File: src/rtl/hazard_scoreboard_pkg.sv
// Shared pipeline-hazard types: register index width, register count and the
// stall/bubble control bundle used by ID, forwarding and the ID/EX register.
package hazard_scoreboard_pkg;

  localparam int REG_AW   = 5;
  localparam int NUM_REGS = 32;
  localparam int PEND_W   = 4;

  typedef logic [REG_AW-1:0] reg_idx_t;

  typedef struct packed {
    logic stall_if;
    logic stall_id;
    logic bubble_ex;
  } pipe_ctrl_t;

  function automatic logic [NUM_REGS-1:0] reg_onehot(input reg_idx_t r);
    return NUM_REGS'(1) << r;
  endfunction

endpackage

File: src/rtl/hazard_scoreboard_if.sv
// ID-stage hazard bundle: decoded operands and writeback events in,
// stall/bubble/issue controls and scoreboard status out.
interface hazard_scoreboard_if
  import hazard_scoreboard_pkg::*;
#(
  parameter int CNT_W = 32
);

  logic                id_valid;
  reg_idx_t            id_rs1;
  reg_idx_t            id_rs2;
  logic                id_rs1_used;
  logic                id_rs2_used;
  reg_idx_t            id_rd;
  logic                id_reg_write;
  logic                id_is_long;
  logic                ex_mem_read;
  reg_idx_t            ex_rd;
  logic                flush;
  logic                lu_done;
  reg_idx_t            lu_rd;
  logic                lu_kill;
  logic                stall_if;
  logic                stall_id;
  logic                bubble_ex;
  logic                issue;
  logic [NUM_REGS-1:0] busy_vec;
  logic [PEND_W-1:0]   pend_count;
  logic [CNT_W-1:0]    stall_cnt;
  logic                err_underflow;

  modport master (
    output id_valid, id_rs1, id_rs2, id_rs1_used, id_rs2_used, id_rd,
           id_reg_write, id_is_long, ex_mem_read, ex_rd, flush,
           lu_done, lu_rd, lu_kill,
    input  stall_if, stall_id, bubble_ex, issue, busy_vec, pend_count,
           stall_cnt, err_underflow
  );

  modport slave (
    input  id_valid, id_rs1, id_rs2, id_rs1_used, id_rs2_used, id_rd,
           id_reg_write, id_is_long, ex_mem_read, ex_rd, flush,
           lu_done, lu_rd, lu_kill,
    output stall_if, stall_id, bubble_ex, issue, busy_vec, pend_count,
           stall_cnt, err_underflow
  );

endinterface

File: src/rtl/hazard_scoreboard_regfile.sv
// Pending-write bit per architectural register with set/clear/kill update and
// three effective-busy read ports that treat a same-cycle completion as free.
module hazard_scoreboard_regfile
  import hazard_scoreboard_pkg::*;
(
  input  logic                clk,
  input  logic                rst_n,
  input  logic                kill,
  input  logic                clr_en,
  input  reg_idx_t            clr_rd,
  input  logic                set_en,
  input  reg_idx_t            set_rd,
  input  reg_idx_t            rd_rs1,
  input  reg_idx_t            rd_rs2,
  input  reg_idx_t            rd_rd,
  output logic                eb_rs1,
  output logic                eb_rs2,
  output logic                eb_rd,
  output logic [NUM_REGS-1:0] busy_vec
);

  logic [NUM_REGS-1:0] clr_mask;
  logic [NUM_REGS-1:0] set_mask;
  logic [NUM_REGS-1:0] eb_vec;
  logic [NUM_REGS-1:0] busy_next;

  // NOTE: every always_comb output gets a value on every path first, so no latch is inferred.
  always_comb begin
    clr_mask = clr_en ? reg_onehot(clr_rd) : '0;
    set_mask = set_en ? reg_onehot(set_rd) : '0;
    eb_vec   = busy_vec & ~clr_mask;
    // Set is applied after clear so a re-issue to the same rd stays pending.
    busy_next    = kill ? '0 : (eb_vec | set_mask);
    busy_next[0] = 1'b0;
  end

  assign eb_rs1 = eb_vec[rd_rs1];
  assign eb_rs2 = eb_vec[rd_rs2];
  assign eb_rd  = eb_vec[rd_rd];

  // NOTE: sequential state uses non-blocking assignments so all flops update from pre-edge values.
  always_ff @(posedge clk or negedge rst_n) begin
    if (!rst_n) busy_vec <= '0;
    else        busy_vec <= busy_next;
  end

endmodule

File: src/rtl/hazard_scoreboard.sv
// ID-stage hazard detector: load-use, RAW/WAW against in-flight long ops and
// the long-op structural limit, plus pending-op and stall performance counters.
module hazard_scoreboard
  import hazard_scoreboard_pkg::*;
#(
  parameter int MAX_PEND = 4,
  parameter int CNT_W    = 32
)(
  input logic                clk,
  input logic                rst_n,
  hazard_scoreboard_if.slave sb
);

  pipe_ctrl_t        ctrl;
  logic              load_use, raw, waw, struct_hz, hazard;
  logic              eb_rs1, eb_rs2, eb_rd;
  logic              issue, pend_inc, set_en;
  logic [PEND_W-1:0] pend_count;
  logic [CNT_W-1:0]  stall_cnt;
  logic              err_underflow;

  hazard_scoreboard_regfile u_regfile (
    .clk      (clk),
    .rst_n    (rst_n),
    .kill     (sb.lu_kill),
    .clr_en   (sb.lu_done),
    .clr_rd   (sb.lu_rd),
    .set_en   (set_en),
    .set_rd   (sb.id_rd),
    .rd_rs1   (sb.id_rs1),
    .rd_rs2   (sb.id_rs2),
    .rd_rd    (sb.id_rd),
    .eb_rs1   (eb_rs1),
    .eb_rs2   (eb_rs2),
    .eb_rd    (eb_rd),
    .busy_vec (sb.busy_vec)
  );

  always_comb begin
    load_use  = sb.ex_mem_read && (sb.ex_rd != '0) &&
                ((sb.id_rs1_used && (sb.ex_rd == sb.id_rs1)) ||
                 (sb.id_rs2_used && (sb.ex_rd == sb.id_rs2)));
    raw       = (sb.id_rs1_used && eb_rs1) || (sb.id_rs2_used && eb_rs2);
    waw       = sb.id_reg_write && eb_rd;
    // A completion this cycle frees a slot for the op waiting in ID.
    struct_hz = sb.id_is_long && (pend_count == PEND_W'(MAX_PEND)) && !sb.lu_done;
    hazard    = sb.id_valid && (load_use || raw || waw || struct_hz) &&
                !sb.flush && !sb.lu_kill;
    ctrl      = '{stall_if: hazard, stall_id: hazard, bubble_ex: hazard};
  end

  assign issue    = sb.id_valid && !hazard && !sb.flush && !sb.lu_kill;
  assign pend_inc = issue && sb.id_is_long;
  assign set_en   = pend_inc && sb.id_reg_write && (sb.id_rd != '0);

  always_ff @(posedge clk or negedge rst_n) begin
    if (!rst_n) begin
      pend_count    <= '0;
      err_underflow <= 1'b0;
    end else if (sb.lu_kill) begin
      pend_count    <= '0;
    end else begin
      case ({pend_inc, sb.lu_done})
        2'b10:   pend_count <= pend_count + 1'b1;
        2'b01: begin
          if (pend_count == '0) err_underflow <= 1'b1;
          else                  pend_count    <= pend_count - 1'b1;
        end
        default: pend_count <= pend_count;
      endcase
    end
  end

  always_ff @(posedge clk or negedge rst_n) begin
    if (!rst_n)                            stall_cnt <= '0;
    else if (ctrl.stall_if && stall_cnt != '1) stall_cnt <= stall_cnt + 1'b1;
  end

  assign sb.stall_if      = ctrl.stall_if;
  assign sb.stall_id      = ctrl.stall_id;
  assign sb.bubble_ex     = ctrl.bubble_ex;
  assign sb.issue         = issue;
  assign sb.pend_count    = pend_count;
  assign sb.stall_cnt     = stall_cnt;
  assign sb.err_underflow = err_underflow;

endmodule

File: src/flat_wrapper.sv
// flat-port wrapper written by rule: the top's interface ports become plain ports
module hazard_scoreboard_flat import hazard_scoreboard_pkg::*;
#(
  parameter int MAX_PEND = 4,
  parameter int CNT_W    = 32
)
  (clk, rst_n, sb_id_valid, sb_id_rs1, sb_id_rs2, sb_id_rs1_used, sb_id_rs2_used, sb_id_rd, sb_id_reg_write, sb_id_is_long, sb_ex_mem_read, sb_ex_rd, sb_flush, sb_lu_done, sb_lu_rd, sb_lu_kill, sb_stall_if, sb_stall_id, sb_bubble_ex, sb_issue, sb_busy_vec, sb_pend_count, sb_stall_cnt, sb_err_underflow);
  hazard_scoreboard_if #(.CNT_W(CNT_W)) sb_i ();
  input logic clk;
  input logic rst_n;
  input wire logic [$bits(sb_i.id_valid)-1:0] sb_id_valid;
  input wire logic [$bits(sb_i.id_rs1)-1:0] sb_id_rs1;
  input wire logic [$bits(sb_i.id_rs2)-1:0] sb_id_rs2;
  input wire logic [$bits(sb_i.id_rs1_used)-1:0] sb_id_rs1_used;
  input wire logic [$bits(sb_i.id_rs2_used)-1:0] sb_id_rs2_used;
  input wire logic [$bits(sb_i.id_rd)-1:0] sb_id_rd;
  input wire logic [$bits(sb_i.id_reg_write)-1:0] sb_id_reg_write;
  input wire logic [$bits(sb_i.id_is_long)-1:0] sb_id_is_long;
  input wire logic [$bits(sb_i.ex_mem_read)-1:0] sb_ex_mem_read;
  input wire logic [$bits(sb_i.ex_rd)-1:0] sb_ex_rd;
  input wire logic [$bits(sb_i.flush)-1:0] sb_flush;
  input wire logic [$bits(sb_i.lu_done)-1:0] sb_lu_done;
  input wire logic [$bits(sb_i.lu_rd)-1:0] sb_lu_rd;
  input wire logic [$bits(sb_i.lu_kill)-1:0] sb_lu_kill;
  output wire logic [$bits(sb_i.stall_if)-1:0] sb_stall_if;
  output wire logic [$bits(sb_i.stall_id)-1:0] sb_stall_id;
  output wire logic [$bits(sb_i.bubble_ex)-1:0] sb_bubble_ex;
  output wire logic [$bits(sb_i.issue)-1:0] sb_issue;
  output wire logic [$bits(sb_i.busy_vec)-1:0] sb_busy_vec;
  output wire logic [$bits(sb_i.pend_count)-1:0] sb_pend_count;
  output wire logic [$bits(sb_i.stall_cnt)-1:0] sb_stall_cnt;
  output wire logic [$bits(sb_i.err_underflow)-1:0] sb_err_underflow;
  assign sb_i.id_valid = sb_id_valid;
  assign sb_i.id_rs1 = sb_id_rs1;
  assign sb_i.id_rs2 = sb_id_rs2;
  assign sb_i.id_rs1_used = sb_id_rs1_used;
  assign sb_i.id_rs2_used = sb_id_rs2_used;
  assign sb_i.id_rd = sb_id_rd;
  assign sb_i.id_reg_write = sb_id_reg_write;
  assign sb_i.id_is_long = sb_id_is_long;
  assign sb_i.ex_mem_read = sb_ex_mem_read;
  assign sb_i.ex_rd = sb_ex_rd;
  assign sb_i.flush = sb_flush;
  assign sb_i.lu_done = sb_lu_done;
  assign sb_i.lu_rd = sb_lu_rd;
  assign sb_i.lu_kill = sb_lu_kill;
  assign sb_stall_if = sb_i.stall_if;
  assign sb_stall_id = sb_i.stall_id;
  assign sb_bubble_ex = sb_i.bubble_ex;
  assign sb_issue = sb_i.issue;
  assign sb_busy_vec = sb_i.busy_vec;
  assign sb_pend_count = sb_i.pend_count;
  assign sb_stall_cnt = sb_i.stall_cnt;
  assign sb_err_underflow = sb_i.err_underflow;
  hazard_scoreboard #(.MAX_PEND(MAX_PEND), .CNT_W(CNT_W)) u_core (.clk(clk), .rst_n(rst_n), .sb(sb_i));
endmodule
File: config.mk
export PLATFORM = sky130hd
export DESIGN_NAME = hazard_scoreboard_flat
export DESIGN_NICKNAME = d
export VERILOG_FILES = /design/src/rtl/hazard_scoreboard_pkg.sv /design/src/rtl/hazard_scoreboard_if.sv /design/src/rtl/hazard_scoreboard_regfile.sv /design/src/rtl/hazard_scoreboard.sv /design/src/flat_wrapper.sv
export SDC_FILE = /design/constraint.sdc
export NUM_CORES = 1
export LEC_CHECK = 0
export ABC_AREA = 0
export BUFFER_PORTS_ARGS = -buffer_cell sky130_fd_sc_hd__buf_2
export CAP_MARGIN = 40
export CORE_MARGIN = 3
export CORE_UTILIZATION = 40
export DETAILED_ROUTE_END_ITERATION = 16
export GPL_TIMING_DRIVEN = 0
export PLACE_DENSITY_LB_ADDON = 0.25
export SLEW_MARGIN = 20
export SYNTH_ARGS = -nofsm -noshare
export SYNTH_HDL_FRONTEND = slang
export SYNTH_SLANG_ARGS = --single-unit
export TNS_END_PERCENT = 10
File: constraint.sdc
create_clock -name clk -period 4.5 [get_ports clk]
set_input_delay 0.45 -clock clk [delete_from_list [all_inputs] [get_ports clk]]
set_output_delay 0.45 -clock clk [all_outputs]
set_load 0.01 [all_outputs]
After elaboration in Yosys (flattened, before gate mapping):

Index checks and enable logic that the tools add are counted.

* bits in registers: 68
* output and inout port bits: 73
* word-level logic and storage cells: 69

* $add $sub $neg: 3
* $lt $le $gt $ge: 3
* equality and inequality tests: 7
* shift operators: 2
* muxes and demuxes: 12
* bitwise operators: 4
* reductions and logical operators: 34

Operators by type and width (count)
* 2-to-1 mux 32 bit: 3
* left shift 1 x 5 -> 32 bit (first input constant): 2
* adder 32 x 1 -> 32 bit (second input constant): 1
* AND 32 bit: 1
* != test 32 bit (second input constant): 1
* inverter 32 bit: 1
* bitwise OR 32 bit: 1
* logical AND 1 bit: 19
* less-than comparator 5 x 6 -> 1 bit (second input constant): 3
* binary-select mux 1 bit (select 5 bit): 3
* equality test 5 bit: 2
* nonzero test 5 bit: 2
* 2-to-1 mux 4 bit: 2
* one-hot mux 4 bit (2 select lines): 1
* logical OR 1 bit: 5
* adder 4 x 1 -> 4 bit (second input constant): 1
* equality test 4 x 3 -> 1 bit (second input constant): 1
* zero test 1 bit: 4
* zero test 4 bit: 1
* subtractor 4 x 1 -> 4 bit (second input constant): 1
* 2-to-1 mux 1 bit: 3
* != test 3 bit (second input constant): 1
* AND reduction 3 bit: 1
* nonzero test 3 bit: 1
* other kinds (4): 4

Longest topological paths before layout:

* depth in word-level cells: 24
* mapped depth: 17

Hierarchy:

Synthesis repeated with hierarchy kept, for this count alone.

* cells, all modules: 554
* area, all modules: 4904.7 um2

Modules (own cells, without submodules)
* hazard_scoreboard_regfile: times used 1, cells each 345, area an instance 2736.4 um2
* hazard_scoreboard: times used 1, cells each 209, area an instance 2168.3 um2

Worst setup path after synthesis:

OpenSTA, ideal clock, no wires.

* path type: input to register
* from: in sb_lu_rd[2]
* to: reg u_core.pend_count[3] (netlist: u_core.sb.pend_count[3])
* library setup time: 88 ps
* arrival time: 3573 ps
* path slack: 839 ps
* stages: 16
* path buffers: 1
* cells stage by stage: buf_2 > and4bb_2 > a2111oi_1 > a2111oi_0 > a2111oi_0 > a2111oi_2 > nand4_2 > nor3_4 > nor2_1 > ha_1 > a21o_1 > a21oi_1 > nand4b_1 > nor2_1 > a31oi_1 > a41oi_1

* cells in the longest elaborated chain, start to end: 22
* elaborated cells between the ends (all ways): 32
* those cells by class: eq/ne: 3; shift: 1; mux: 9; bitwise: 2; reduce/logical: 17

Ends and longest elaborated chain
* start, declared: RTL line flat_wrapper.sv:23 `input wire logic [$bits(sb_i.lu_rd)-1:0] sb_lu_rd;`
* left shift 1 x 5 -> 32 bit *: RTL line hazard_scoreboard_pkg.sv:18 `return NUM_REGS'(1) << r;`
* 2-to-1 mux 32 bit *: RTL line hazard_scoreboard_regfile.sv:29 `clr_mask = clr_en ? reg_onehot(clr_rd) : '0;`
* inverter 32 bit *: RTL line hazard_scoreboard_regfile.sv:31 `eb_vec = busy_vec & ~clr_mask;`
* AND 32 bit *: RTL line hazard_scoreboard_regfile.sv:31
* binary-select mux 1 bit (select 5 bit), on equally long branches: RTL line hazard_scoreboard_regfile.sv:37, hazard_scoreboard_regfile.sv:38
* 2-to-1 mux 1 bit, on equally long branches: RTL line hazard_scoreboard_regfile.sv:37, hazard_scoreboard_regfile.sv:38
* logical AND 1 bit: RTL line hazard_scoreboard.sv:43 `raw = (sb.id_rs1_used && eb_rs1) || (sb.id_rs2_used && eb_rs2);`
* logical OR 1 bit: RTL line hazard_scoreboard.sv:43
* (+3 left out)
* logical AND 1 bit * (2 in series): RTL line hazard_scoreboard.sv:47 `hazard = sb.id_valid && (load_use || raw || waw || struct_hz) &&`
* logical AND 1 bit *: RTL line hazard_scoreboard.sv:48 `!sb.flush && !sb.lu_kill;`
* zero test 1 bit *: RTL line hazard_scoreboard.sv:52 `assign issue = sb.id_valid && !hazard && !sb.flush && !sb.lu_kill;`
* logical AND 1 bit * (3 in series): RTL line hazard_scoreboard.sv:52
* logical AND 1 bit *: RTL line hazard_scoreboard.sv:53 `assign pend_inc = issue && sb.id_is_long;`
* equality test 2 x 1 -> 1 bit or equality test 2 bit (tied branches): RTL line hazard_scoreboard.sv:63 `case ({pend_inc, sb.lu_done})`
* one-hot mux 4 bit (2 select lines), or another cell as far along: RTL line hazard_scoreboard.sv:63
* 2-to-1 mux 4 bit or AND reduction 2 bit (tied branches)
* end signal, assigned: RTL line hazard_scoreboard.sv:64 `2'b10: pend_count <= pend_count + 1'b1;`
* end signal, assigned: RTL line hazard_scoreboard.sv:67 `else pend_count <= pend_count - 1'b1;`
* end signal, assigned: RTL line hazard_scoreboard.sv:69 `default: pend_count <= pend_count;`
* end, declared: RTL line hazard_scoreboard.sv:18 `logic [PEND_W-1:0] pend_count;`

Mark *: on every way between the ends. The rest lies on a longest branch, timed or not. The select of a mux whose other input is x is not followed.
A chain may end at the register's enable or synchronous reset.

Worst setup path in the final report:

* from: in sb_lu_rd[0]
* to: reg u_core.pend_count[3] (netlist: u_core.sb.pend_count[3])

Same word-level chain as after synthesis.

==> results.md <==
| Result | Reported |
| --- | --- |
| Run status | complete, no violations |
| Reported net switching power | 0.000466 W |
| Maximum number of pins on one net before global-route repair | 45 |
| Power per Cell Area | 283 mW/mm2 |
| Number of remaining DRC errors | 0 |
| Gr ovfl total | 0 |
| Cell internal pwr | 0.00129 W |
| Starting Density | 41.3% |
| Arrival time at the worst endpoint | 4.62 ns |
| Number of flops mapped to enable cells by yosys | 0 |
| Number of pins exceeding their max-slew limit in the final report | 0 |
| Simple-Gate Fraction of Synth Area | 27.6% |
| Post-synth ARST share | 100% |
| Kind of start point of the critical path | input pin |
| Largest family of logic cells by synthesized area | simple AND/OR/NAND/NOR gates |
| Cell area after technology mapping | 0.00502 mm2 |
| Category of the worst setup path capture point | flip-flop |
| Number of buffer and inverter stages on the critical path | 2 |
| Measured slew at the worst slew-check pin | 0.714 ns |
| Startpoint-to-endpoint class of the critical path | in2reg |
| Number of nets in the finished design | 737 |
| Number of buffers added on ports | 105 |
| Cell family with the largest share of critical-path delay | simple AND/OR/NAND/NOR gates |
| Sequential group share of total power | 36.9% |
| Count of distinct cell types in the synthesized netlist | 80 |
| Worst setup slack before clock tree synthesis | -0.387 ns |
| Routability congestion estimate | 1.08 |
| Clk_skew | 0.00676 ns |
| Die footprint | 0.0139 mm2 |
| Post-Synthesis Cells | 577 |
| Cell area after placement | 0.00579 mm2 |
| Initial antenna violation count | 0 |
| Level count of the clock H-tree | 3 |
| Fin worst setup slack | 0.107 ns |
| Share of total power in combinational logic | 15.1% |
| Total Neg Setup Slack | 0 ns |
| Share of post-route cells with drive strength above 1 | 24.6% |
| Adder-cell share of the synthesized area | 1.15% |
| Max_cap viols | 0 |
| Critical Path Fanout Max | 10 |
| Synthesized-area fraction occupied by ao, oa, aoi and oai cells | 20.4% |
| Area share of xor/xnor cells in the synthesized design | 7.67% |
| Unrepaired setup endpoints after global routing | no |
| Path type of the worst min-delay path | in2async |
| Yosys warning total | 0 |
| Remaining antenna violation count | 0 |
| Top_reg_cell synth | sky130_fd_sc_hd__dfrtp_1 |
| Share of cell area taken by muxes after synthesis | 4.48% |
| Cell with the largest stage delay on the worst path | sky130_fd_sc_hd__a2111oi_1 |
| Clock slew seen by the registers of the worst setup and hold paths | 0.06 ns |
| Clock share of power | 48.0% |
| Clock Tree Root | sky130_fd_sc_hd__clkbuf_16 |
| Post-route cell area | 0.00622 mm2 |
| Die Height | 118 um |
| Avg Cell Area, Syn | 8.70 um2 |
| Width of the die | 118 um |
| Number of flip-flops and latches in the synthesized netlist | 68 |
| Boundary pin count | 109 |
| Clock latency reported for the late side of the worst-skew pair | 0.33 ns |
| Period Utilization, post-route | 97.6% |
| Number of rows created at floorplan | 40 |
| Number of buffers created by CTS | 9 |
| Biggest area contributors in the synthesized netlist | sky130_fd_sc_hd__dfrtp_1, sky130_fd_sc_hd__xnor2_1, sky130_fd_sc_hd__nand3_1, sky130_fd_sc_hd__nand2_1, sky130_fd_sc_hd__nand4_1 |
| Top cell type's share of synthesized area | 33.9% |
| Wirelength, routed | 19,600 um |
| Switching share of power | 26.5% |
| Sequential area share after synthesis | 33.9% |
| Ordered list of cells on the worst path | buf_2 -> buf_2 -> and4bb_2 -> a2111oi_0 -> a2111oi_1 -> nor4_1 -> nor4_1 -> nand4_2 -> nor3_4 -> nor2_1 -> ha_1 -> a21o_1 -> a21oi_1 -> nand4b_1 -> nor2_1 -> a31oi_1 -> a41oi_1 |
| First-pass GRT wire length | 30,000 um |
| GR Util All Layers | 27.5% |
| Fmax | 228 MHz |
| Cell types with the highest counts after synthesis | sky130_fd_sc_hd__dfrtp_1, sky130_fd_sc_hd__nand2_1, sky130_fd_sc_hd__nand3_1, sky130_fd_sc_hd__nor2_1, sky130_fd_sc_hd__xnor2_1 |
| Worst path required time | 4.73 ns |
| Hold violation count in the final report | 0 |
| Core area | 0.0122 mm2 |
| Total of endpoints with negative setup slack in the final report | 0 |
| Leak Pwr | 2.71 nW |
| Time the final worst path needs with I/O delays and setup | 4.39 ns |
| Routed len/inst | 22.5 um |
| CTS sink count | 68 |
| Clock tree from TritonCTS | yes |
| Routed vias/inst | 6.32 |
| Number of vias after detailed routing | 5,501 |
| Synth-to-layout area growth | 23.8% |
| Number of buffers on the longest clock path | 2 |
| Maximum single-stage delay on the critical path | 0.59 ns |
| Syn nets | 617 |
| Dominant cell by count in the synthesized netlist | sky130_fd_sc_hd__dfrtp_1 |
| Vias in the first global route | 5,230 |
| Layout fillers | 1,156 |
| Starting DRC count in detailed routing | 657 |
| Half-perimeter wire length after detailed placement | 14,700 um |
| Ant. Diodes | 0 |
| Final Total Pwr | 0.00176 W |
| Slew HR | 52.4% |
| Cell type with the largest total area after synthesis | sky130_fd_sc_hd__dfrtp_1 |
| Number of detailed-route iterations in the first pass | 5 |
| Worst-case vdd ir drop | 0.000215 V |
-- per-stage QoR --
stage               cells  hold slack (ns)  utilization [%]
finish                870           0.0270             51.1
global route          870           0.0583             51.1
CTS                   868           0.0341             50.6
detailed placement    852            0.389             47.6
global placement      850            0.443             47.3
floorplan             577            0.154                -
-- worst register-to-register path: stages, from the launching register on --
cell and delay, ns:
sky130_fd_sc_hd__dfrtp_1 0.41, sky130_fd_sc_hd__a21boi_1 0.20, sky130_fd_sc_hd__a2111oi_1 0.63, sky130_fd_sc_hd__nor4_1 0.17, sky130_fd_sc_hd__nor4_1 0.36, sky130_fd_sc_hd__nand4_2 0.27, sky130_fd_sc_hd__nor3_4 0.31, sky130_fd_sc_hd__nor2_1 0.18
sky130_fd_sc_hd__ha_1 0.32, sky130_fd_sc_hd__a21o_1 0.18, sky130_fd_sc_hd__a21oi_1 0.33, sky130_fd_sc_hd__nand4b_1 0.14, sky130_fd_sc_hd__nor2_1 0.10, sky130_fd_sc_hd__a31oi_1 0.05, sky130_fd_sc_hd__a41oi_1 0.24
-- sequential cells by signal, indices dropped and copies added (netlist names) --
register                   count
u_core.sb.err_underflow        1
u_core.sb.pend_count           4
u_core.sb.stall_cnt           32
u_core.u_regfile.busy_vec     31
-- path summary, 6_finish.rpt --
| kind | from | end | slack (ns) | cells after the start |
|---|---|---|---|---|
| max in group asynchronous | rst_n | u_core.sb.err_underflow | 3.91 | 2 |
| setup / recovery | sb_lu_rd[0] | u_core.sb.pend_count[3] | 0.11 | 17 |
| setup reg to reg | u_core.u_regfile.busy_vec[5] | u_core.sb.pend_count[3] | 0.53 | 14 |
| hold / removal | rst_n | u_core.sb.stall_cnt[27] | 0.03 | 1 |
| min in group clk | u_core.sb.err_underflow | u_core.sb.err_underflow | 0.47 | 1 |
| hold reg to reg | u_core.sb.err_underflow | u_core.sb.err_underflow | 0.47 | 1 |
-- cell usage in the layout (no fill, tap or decap), types with 6 or more instances in the layout --
cell type,Yosys,layout
sky130_fd_sc_hd__nor2_1,36,36
sky130_fd_sc_hd__clkbuf_1,19,19
sky130_fd_sc_hd__buf_1,5,6
sky130_fd_sc_hd__inv_1,13,13
sky130_fd_sc_hd__dfrtp_1,68,68
sky130_fd_sc_hd__and3_1,14,14
sky130_fd_sc_hd__buf_2,12,117
sky130_fd_sc_hd__clkbuf_16,0,9
sky130_fd_sc_hd__nand2_1,45,45
sky130_fd_sc_hd__nor2b_1,18,18
sky130_fd_sc_hd__nand2b_1,9,9
sky130_fd_sc_hd__nand4_1,24,24
sky130_fd_sc_hd__a31oi_1,6,6
sky130_fd_sc_hd__xor2_1,13,13
sky130_fd_sc_hd__mux2_2,6,6
sky130_fd_sc_hd__xnor2_1,31,31
sky130_fd_sc_hd__a21oi_1,23,23
sky130_fd_sc_hd__mux2i_1,9,9
sky130_fd_sc_hd__o21ai_1,8,9
sky130_fd_sc_hd__a2111oi_0,10,6
sky130_fd_sc_hd__and2_1,7,7
sky130_fd_sc_hd__o211ai_1,15,15
sky130_fd_sc_hd__o21ai_0,26,20
sky130_fd_sc_hd__nor4_1,9,9
sky130_fd_sc_hd__nand3_1,36,36
-- power groups by stage --
stage	Sequential, W	Clock, W	Combinational (W)
2_1_floorplan	0.000663	0	0.000143
3_3_place_gp	0.000658	0	0.000249
3_5_place_dp	0.000660	0	0.000256
4_1_cts	0.000649	0.000858	0.000257
5_1_grt	0.000653	0.000889	0.000290
6_report	0.000648	0.000845	0.000265
-- cells by family (layout without fill, tap and decap cells) --
group                      Yosys count  after routing
other                                1              1
adders and majority gates            4              4
muxes                               18             18
DFF                                 68             68
and+or+nand+nor                    241            241
xor gates and xnor gates            44             44
buffers and inverters               55            180
AOI/OAI and AO/OA                  146            146
-- cell type report --
cell class | instances | area, um2 | share of cell area (%)
Clock inverter | 5 | 106 | 1.71
Sequential cell | 68 | 1700 | 27.4
Clock buffer | 11 | 253 | 4.06
Tap cell | 168 | 210 | 3.38
Multi-Input combinational cell | 454 | 3140 | 50.4
Timing Repair Buffer | 109 | 572 | 9.19
Inverter | 15 | 56.3 | 0.905
Buffer | 40 | 184 | 2.96
-- routing by layer --
layer	share of wire, %	vias up	global-route usage [%]
met5	0	-	0
met4	3.0	0	11.1
met3	9.5	55	5.67
met2	45	332	41.3
met1	43	2695	38.8
li1	-	2419	-
-- repair_timing --
item                       in CTS  in global routing
hold buffers                    0                  0
hold endpoints to repair        0                  0
buffers inserted                0                  1
setup endpoints to repair       1                  5
resized for setup               1                 20
Note: power is estimated with default switching activity, not from simulation.
